## src/rtl/rv32_alu_arbiter.sv

```systemverilog
// Two-requester round-robin front end for a shared, registered RV32 ALU.
// One operation in flight at a time: IDLE -> ISSUE -> CAPT -> RESP -> IDLE.
module rv32_alu_arbiter #(
  parameter int TAG_W = 4,
  parameter int CNT_W = 16
) (
  input  logic              clk,
  input  logic              rst_n,
  input  logic              r0_req_valid,
  output logic              r0_req_ready,
  input  logic [3:0]        r0_opsel,
  input  logic [31:0]       r0_s1,
  input  logic [31:0]       r0_s2,
  input  logic [31:0]       r0_pc,
  input  logic [31:0]       r0_code,
  input  logic [TAG_W-1:0]  r0_tag,
  output logic              r0_rsp_valid,
  input  logic              r0_rsp_ready,
  output logic [31:0]       r0_rsp_data,
  output logic [TAG_W-1:0]  r0_rsp_tag,
  input  logic              r1_req_valid,
  output logic              r1_req_ready,
  input  logic [3:0]        r1_opsel,
  input  logic [31:0]       r1_s1,
  input  logic [31:0]       r1_s2,
  input  logic [31:0]       r1_pc,
  input  logic [31:0]       r1_code,
  input  logic [TAG_W-1:0]  r1_tag,
  output logic              r1_rsp_valid,
  input  logic              r1_rsp_ready,
  output logic [31:0]       r1_rsp_data,
  output logic [TAG_W-1:0]  r1_rsp_tag,
  output logic              alu_enable,
  output logic [3:0]        alu_opsel,
  output logic [31:0]       alu_s1,
  output logic [31:0]       alu_s2,
  output logic [31:0]       alu_pc,
  output logic [31:0]       alu_code,
  input  logic [31:0]       alu_result,
  output logic              busy,
  output logic [CNT_W-1:0]  op_count
);

  typedef enum logic [1:0] {
    IDLE  = 2'd0,
    ISSUE = 2'd1,
    CAPT  = 2'd2,
    RESP  = 2'd3
  } state_t;

  state_t             state_r;
  logic               last_grant_r;
  logic               owner_r;
  logic [3:0]         opsel_r;
  logic [31:0]        s1_r;
  logic [31:0]        s2_r;
  logic [31:0]        pc_r;
  logic [31:0]        code_r;
  logic [TAG_W-1:0]   tag_r;
  logic [31:0]        result_r;
  logic [CNT_W-1:0]   op_count_r;
  logic               grant_s;
  logic               accept_s;
  logic               rsp_done_s;

  // Grant selection and request handshake; ready is gated by reset so nothing is accepted while held.
  always_comb begin
    grant_s = 1'b0;
    if (r0_req_valid && r1_req_valid) begin
      grant_s = ~last_grant_r;
    end else if (r1_req_valid) begin
      grant_s = 1'b1;
    end else begin
      grant_s = 1'b0;
    end
    r0_req_ready = rst_n && (state_r == IDLE) && r0_req_valid && !grant_s;
    r1_req_ready = rst_n && (state_r == IDLE) && r1_req_valid && grant_s;
    accept_s     = r0_req_ready || r1_req_ready;
    rsp_done_s   = (state_r == RESP) && (owner_r ? r1_rsp_ready : r0_rsp_ready);
  end

  // Transaction FSM with operand, result and counter registers.
  always_ff @(posedge clk or negedge rst_n) begin
    if (!rst_n) begin
      state_r      <= IDLE;
      last_grant_r <= 1'b1;
      owner_r      <= 1'b0;
      opsel_r      <= 4'd0;
      s1_r         <= 32'd0;
      s2_r         <= 32'd0;
      pc_r         <= 32'd0;
      code_r       <= 32'd0;
      tag_r        <= {TAG_W{1'b0}};
      result_r     <= 32'd0;
      op_count_r   <= {CNT_W{1'b0}};
    end else begin
      case (state_r)
        IDLE: begin
          if (accept_s) begin
            opsel_r      <= grant_s ? r1_opsel : r0_opsel;
            s1_r         <= grant_s ? r1_s1    : r0_s1;
            s2_r         <= grant_s ? r1_s2    : r0_s2;
            pc_r         <= grant_s ? r1_pc    : r0_pc;
            code_r       <= grant_s ? r1_code  : r0_code;
            tag_r        <= grant_s ? r1_tag   : r0_tag;
            owner_r      <= grant_s;
            last_grant_r <= grant_s;
            state_r      <= ISSUE;
          end else begin
            state_r <= IDLE;
          end
        end
        ISSUE: begin
          state_r <= CAPT;
        end
        CAPT: begin
          result_r <= alu_result;
          state_r  <= RESP;
        end
        RESP: begin
          if (rsp_done_s) begin
            op_count_r <= op_count_r + {{(CNT_W-1){1'b0}}, 1'b1};
            state_r    <= IDLE;
          end else begin
            state_r <= RESP;
          end
        end
        default: begin
          state_r <= IDLE;
        end
      endcase
    end
  end

  // All remaining outputs are straight decodes of registered state.
  assign alu_enable   = (state_r == ISSUE);
  assign alu_opsel    = opsel_r;
  assign alu_s1       = s1_r;
  assign alu_s2       = s2_r;
  assign alu_pc       = pc_r;
  assign alu_code     = code_r;
  assign busy         = (state_r != IDLE);
  assign r0_rsp_valid = (state_r == RESP) && !owner_r;
  assign r1_rsp_valid = (state_r == RESP) && owner_r;
  assign r0_rsp_data  = result_r;
  assign r1_rsp_data  = result_r;
  assign r0_rsp_tag   = tag_r;
  assign r1_rsp_tag   = tag_r;
  assign op_count     = op_count_r;

endmodule

```

## config.mk

```make
export PLATFORM = sky130hd
export DESIGN_NAME = rv32_alu_arbiter
export DESIGN_NICKNAME = d
export VERILOG_FILES = /design/src/rtl/rv32_alu_arbiter.sv
export SDC_FILE = /design/constraint.sdc
export NUM_CORES = 1
export LEC_CHECK = 0
export CORE_AREA = 2 2 210 212
export CTS_BUF_LIST = sky130_fd_sc_hd__clkbuf_8
export DETAILED_ROUTE_END_ITERATION = 6
export DIE_AREA = 0 0 212 214
export GPL_ROUTABILITY_DRIVEN = 1
export HOLD_SLACK_MARGIN = 0.08
export SYNTH_ARGS = -nofsm -noshare
export SYNTH_HDL_FRONTEND = slang
export SYNTH_SLANG_ARGS = --single-unit
```

## constraint.sdc

```tcl
create_clock -name clk -period 2.59 [get_ports clk]
set_input_delay 0.259 -clock clk [delete_from_list [all_inputs] [get_ports clk]]
set_output_delay 0.259 -clock clk [all_outputs]
set_load 0.005 [all_outputs]
```

==> After elaboration in Yosys (flattened, before gate mapping) <==
Index checks and enable logic that the tools add are counted.
Widths: inputs -> output; s select.
{ "word_totals": {"register_bits": 188, "inputBits": 310, "output_inout_bits": 226, "word_cells": 44} }
{ "classes": {"add_sub_neg": 1, "n_eq_ne": 3, "n_mux": 12, "bitwise_logic": 1, "reduce_logical": 16} }
{ "ops": {"columns": ["operator", "count"], "rows": [
  ["$mux 32", 4],
  ["$add 16x1->16 const B", 1],
  ["$logic_and 1x1->1", 9],
  ["$mux 4", 2],
  ["$pmux 2 s4", 1],
  ["$eq 2x2->1 const B", 2],
  ["$mux 1", 4],
  ["$reduce_and 2->1", 2],
  ["$eq 2x1->1 const B", 1],
  ["$logic_not 1->1", 2],
  ["$logic_not 2->1", 1],
  ["$mux 2", 1],
  ["$reduce_bool 2->1", 1],
  ["$logic_or 1x1->1", 1],
  ["$not 1->1", 1]
]} }

==> Logic depth before layout (Yosys ltp) <==
{ "logic_depth": {"ltp_word": 7, "depth_mapped": 6, "ltp_nobuf": 4} }

==> Worst setup path after synthesis <==
Ideal clock, no wire load.
{ "synth_path": {"path_type": "flip-flop to flip-flop", "from": "reg op_count_r[3], in the netlist op_count[3]", "to": "reg op_count_r[15], in the netlist op_count[15]", "setup_time_ns": 0.123, "arrival_time_ns": 1.464, "path_slack_ns": 1.002, "stages_incl_launch_ff": 5, "path_buffers": 0, "synth_period_minus_slack_ns": 1.588, "path_cell_list": "dfrtp_1 > and4_4 > nand4b_4 > or4_4 > xnor2_2"} }
{ "synth_between": {"elab_chain_cells": 1} }
{ "synth_rtl": {"columns": ["item", "line_no", "rtl"], "rows": [
  ["from (decl)", "61", "logic [CNT_W-1:0] op_count_r;"],
  ["from (signal assigned)", "95", "op_count_r <= {CNT_W{1'b0}};"],
  ["from (signal assigned)", "122", "op_count_r <= op_count_r + {{(CNT_W-1){1'b0}}, 1'b1};"],
  ["$add 16x1->16", "122", null]
]} }
Every way passes these cells.
A chain may end at the register's enable or synchronous reset.

==> Worst setup path in the final report <==
{ "layout_path": {"from": "reg state_r[1]", "to": "out r0_req_ready"} }
{ "layout_between": {"elab_chain_cells": 4} }
{ "layout_rtl": {"columns": ["item", "line_no", "rtl"], "rows": [
  ["from (decl)", "51", "state_t state_r;"],
  ["from (signal assigned)", "85", "state_r <= IDLE;"],
  ["from (signal assigned)", "108", "state_r <= ISSUE;"],
  ["from (signal assigned)", "110", "state_r <= IDLE;"],
  ["$logic_not 2->1", "76", "r0_req_ready = rst_n && (state_r == IDLE) && r0_req_valid && !grant_s;"],
  ["$logic_and 1x1->1 (3 in series)", "76", null],
  ["to (decl)", "10", "output logic r0_req_ready,"]
]} }
Every way passes these cells.

==> impl_metrics.toml <==
[outcome]
outcome = "completed"

[timing]
slew_headroom_pct = 46.7
fmax_ghz = 0.421
rsz0062_at_grt = "no"
worst_pin_slew_ps = 800
hold_viol = 0
final.period_utilization_pct = 91.6
fin_skew_ps = 17.0
fin_crit_ps = 2370
final-setup-viol-count = 0
slew_viol_final = 0
finalSetupTns_ps = 0

[worst_setup_path]
critical_path.cell_chain = "nor3b_4 -> nand2_1 -> nor2_1 -> clkdlybuf4s50_1"
ff2ff_path_depth = 5
slowest_stage = "dfrtp_1"
worstSetupPathDepth = 4
cpPeakStageDelay_ps = 520
endpoint = "r0_req_ready"
critical-path-top-delay-family = "simple AND/OR/NAND/NOR gates"
worst_r2r_endpoint = "alu_code[7]$_DFFE_PN0P_"
end_kind = "output port"
critPathBufInv = 1
arrival_ps = 2110
path_max_fanout = 8
r2r_slack_ps = 680
worstSetupPathType = "flip-flop to output port"
cp-startpoint = "state_r[1]$_DFF_PN0_"
cp-start-kind = "flip-flop"
crit-reg2reg-launch = "state_r[1]$_DFF_PN0_"
worst_ep_required_time_ps = 2330

[synthesis]
synth_top_area_share_pct = 54.3
synth_area_leaders = "dfrtp_1 (54%), mux2i_1 (16%), a21oi_1 (8.0%), nor2_1 (6.2%), mux2_2 (3.9%)"
ys_ff_latch = 188
synth_area_sq_mm = 0.00862
netlist-cell-type-count = 38
synth_nets = 1095
synthCells = 784
synth_async_sr_flop_share_pct = 100
synth-edff-count = 0
synth_most_common_cell = "dfrtp_1"
synth_warnings = 0
synthTopCellsByCount = "dfrtp_1 (187), nor2_1 (143), a21oi_1 (137), mux2i_1 (136), buf_2 (47)"
synthFlopType = "dfrtp_1"
synth.avg_cell_area_sq_um = 11.0
yosysSeqAreaShare_pct = 54.6
yosys.area.top_type = "dfrtp_1"

[global_route]
grt_pass1_vias = 7707
grt_usage_pct = 13.2
grt_max_degree = 118
antenna_found_initial = 1
overflow = 0
grt_pass1_wl_mm = 45.0

[detailed_routing]
drt_wl_total_mm = 30.2
route.detailed.wl_per_inst_um = 16.1
via_per_inst = 4.03
vias = 7564
first_pass_iters = 4
first_iter_violations = 346
drc = 0
ant_nets = 0

[floorplan]
design.die.area_sq_mm = 0.0454
coreArea_sq_mm = 0.0429
rows = 76
io_pins = 536
die_w_um = 212
die_h_um = 214
start_util_pct = 20.1

[clock_tree]
cts_num_sinks = 188
cts.htree.levels = 4
cts_buffers = 17
clk_latency_ps = 540
path_clk_slew_ps = 100
clock_tree.buffer_depth = 2
clock-root-buffer = "clkbuf_8"
cts_tree = "yes"

[place]
io_buffer_count = 535
placed_area_sq_mm = 0.0145
dp_hpwl_mm = 23.6
dp.cells = 1844
place.gp.congestion = 0.764

[pwr]
switching_share_pct = 31.7
seqPwrFrac_pct = 36.5
power.internal_w = 0.00986
leakagePower_nw = 6.13
pwr-share-clk_pct = 15.4
combPwrFrac_pct = 48.1
power_density_mw_per_mm2 = 967
p_switching_w = 0.00458
peakVddDrop_mv = 0.441

[layout]
diodes = 0
fillers = 4320
final_area_sq_mm = 0.0149
syn2layout_area_growth_pct = 73.3
stdcell_count = 1876
nets = 1590
drive_above_1_share_pct = 7.75

[job]
maxCapViolCount = 0

[worst_hold_path]
hp-class = "input pin to flip-flop"
[flip-flops by register name (all words and copies together), names as in the netlist, 4 cells and up]
name	flops
alu_code	32
alu_pc	32
alu_s1	32
alu_s2	32
r0_rsp_data	32
op_count	16
alu_opsel	4
r0_rsp_tag	4
[power groups by stage]
stage / Clock [W] / Sequential (W) / Combinational, W
6_report: 0.00222 / 0.00527 / 0.00695
5_1_grt: 0.00246 / 0.00547 / 0.00754
4_1_cts: 0.00237 / 0.00529 / 0.00707
3_5_place_dp: 0 / 0.00532 / 0.00706
3_3_place_gp: 0 / 0.00529 / 0.00699
2_1_floorplan: 0 / 0.00530 / 0.00269
[through the flow]
stage | setup slack [ps] | utilization, % | power [W] | hold slack [ps]
floorplan | 1000 | - | 0.00798 | -36.6
global placement | 481 | 33.8 | 0.0123 | 344
detailed placement | 412 | 33.8 | 0.0124 | 348
CTS | 78.9 | 34.8 | 0.0147 | 216
global route | 45.0 | 34.8 | 0.0155 | 265
finish | 217 | 34.8 | 0.0144 | 308
[logic make-up after synthesis]
kind of cell	synth area share [%]
xor+xnor	1.61
fa+ha+maj	0.145
simple gates	8.99
buf+inv	6.13
flops	54.6
compound gates	8.39
mux	20.1
[metal layers]
layer  wire length, um  vias up  track usage (%)
met3              3280       24             5.97
li1                  -     3640                -
met1             12000     3537             14.6
met4               497        0             4.77
met2             14400      363             22.0
met5                 0        -                0
[cell type report]
| class | instances | area, sq um | share of cell area, % |
|---|---|---|---|
| clock buffers | 19 | 262 | 1.75 |
| clock inverters | 12 | 171 | 1.15 |
| inverters | 3 | 11.3 | 0.0754 |
| multi-input cells | 508 | 3410 | 22.8 |
| flip-flops and latches | 188 | 4710 | 31.5 |
| well taps | 585 | 732 | 4.90 |
| repair buffers | 561 | 5640 | 37.8 |
[how the worst min path moves through the flow]
stage | from | end | slack [ps] | cells past startpoint
floorplan | rst_n | alu_code[0]$_DFFE_PN0P_ | -40 | 0
global placement | rst_n | alu_s2[18]$_DFFE_PN0P_ | 340 | 2
detailed placement | rst_n | alu_s2[18]$_DFFE_PN0P_ | 350 | 2
CTS | alu_result[6] | r0_rsp_data[6]$_DFFE_PN0N_ | 220 | 2
global route | alu_result[6] | r0_rsp_data[6]$_DFFE_PN0N_ | 270 | 2
finish | alu_result[6] | r0_rsp_data[6]$_DFFE_PN0N_ | 310 | 2
[what timing repair did]
item                                   4_1_cts  5_1_grt
setup endpoints to repair                    0        2
gates resized for setup                      0        1
endpoints found under the hold margin       29        0
setup buffers                                0        0
hold buffers                                 1        0
[cell usage in the layout, fill, tap and decap left out, drive strengths merged, types with 5 or more instances in the layout]
cell type,instances
mux2i,136
xnor2,6
nor2,143
dfrtp,187
clkinv,5
nor3,7
nand2,12
mux2,33
a21oi,137
nand3,6
xor2,9
buf,25
clkdlybuf4s50,534
clkbuf,20
No activity file was read; power rests on OpenSTA's default activity.
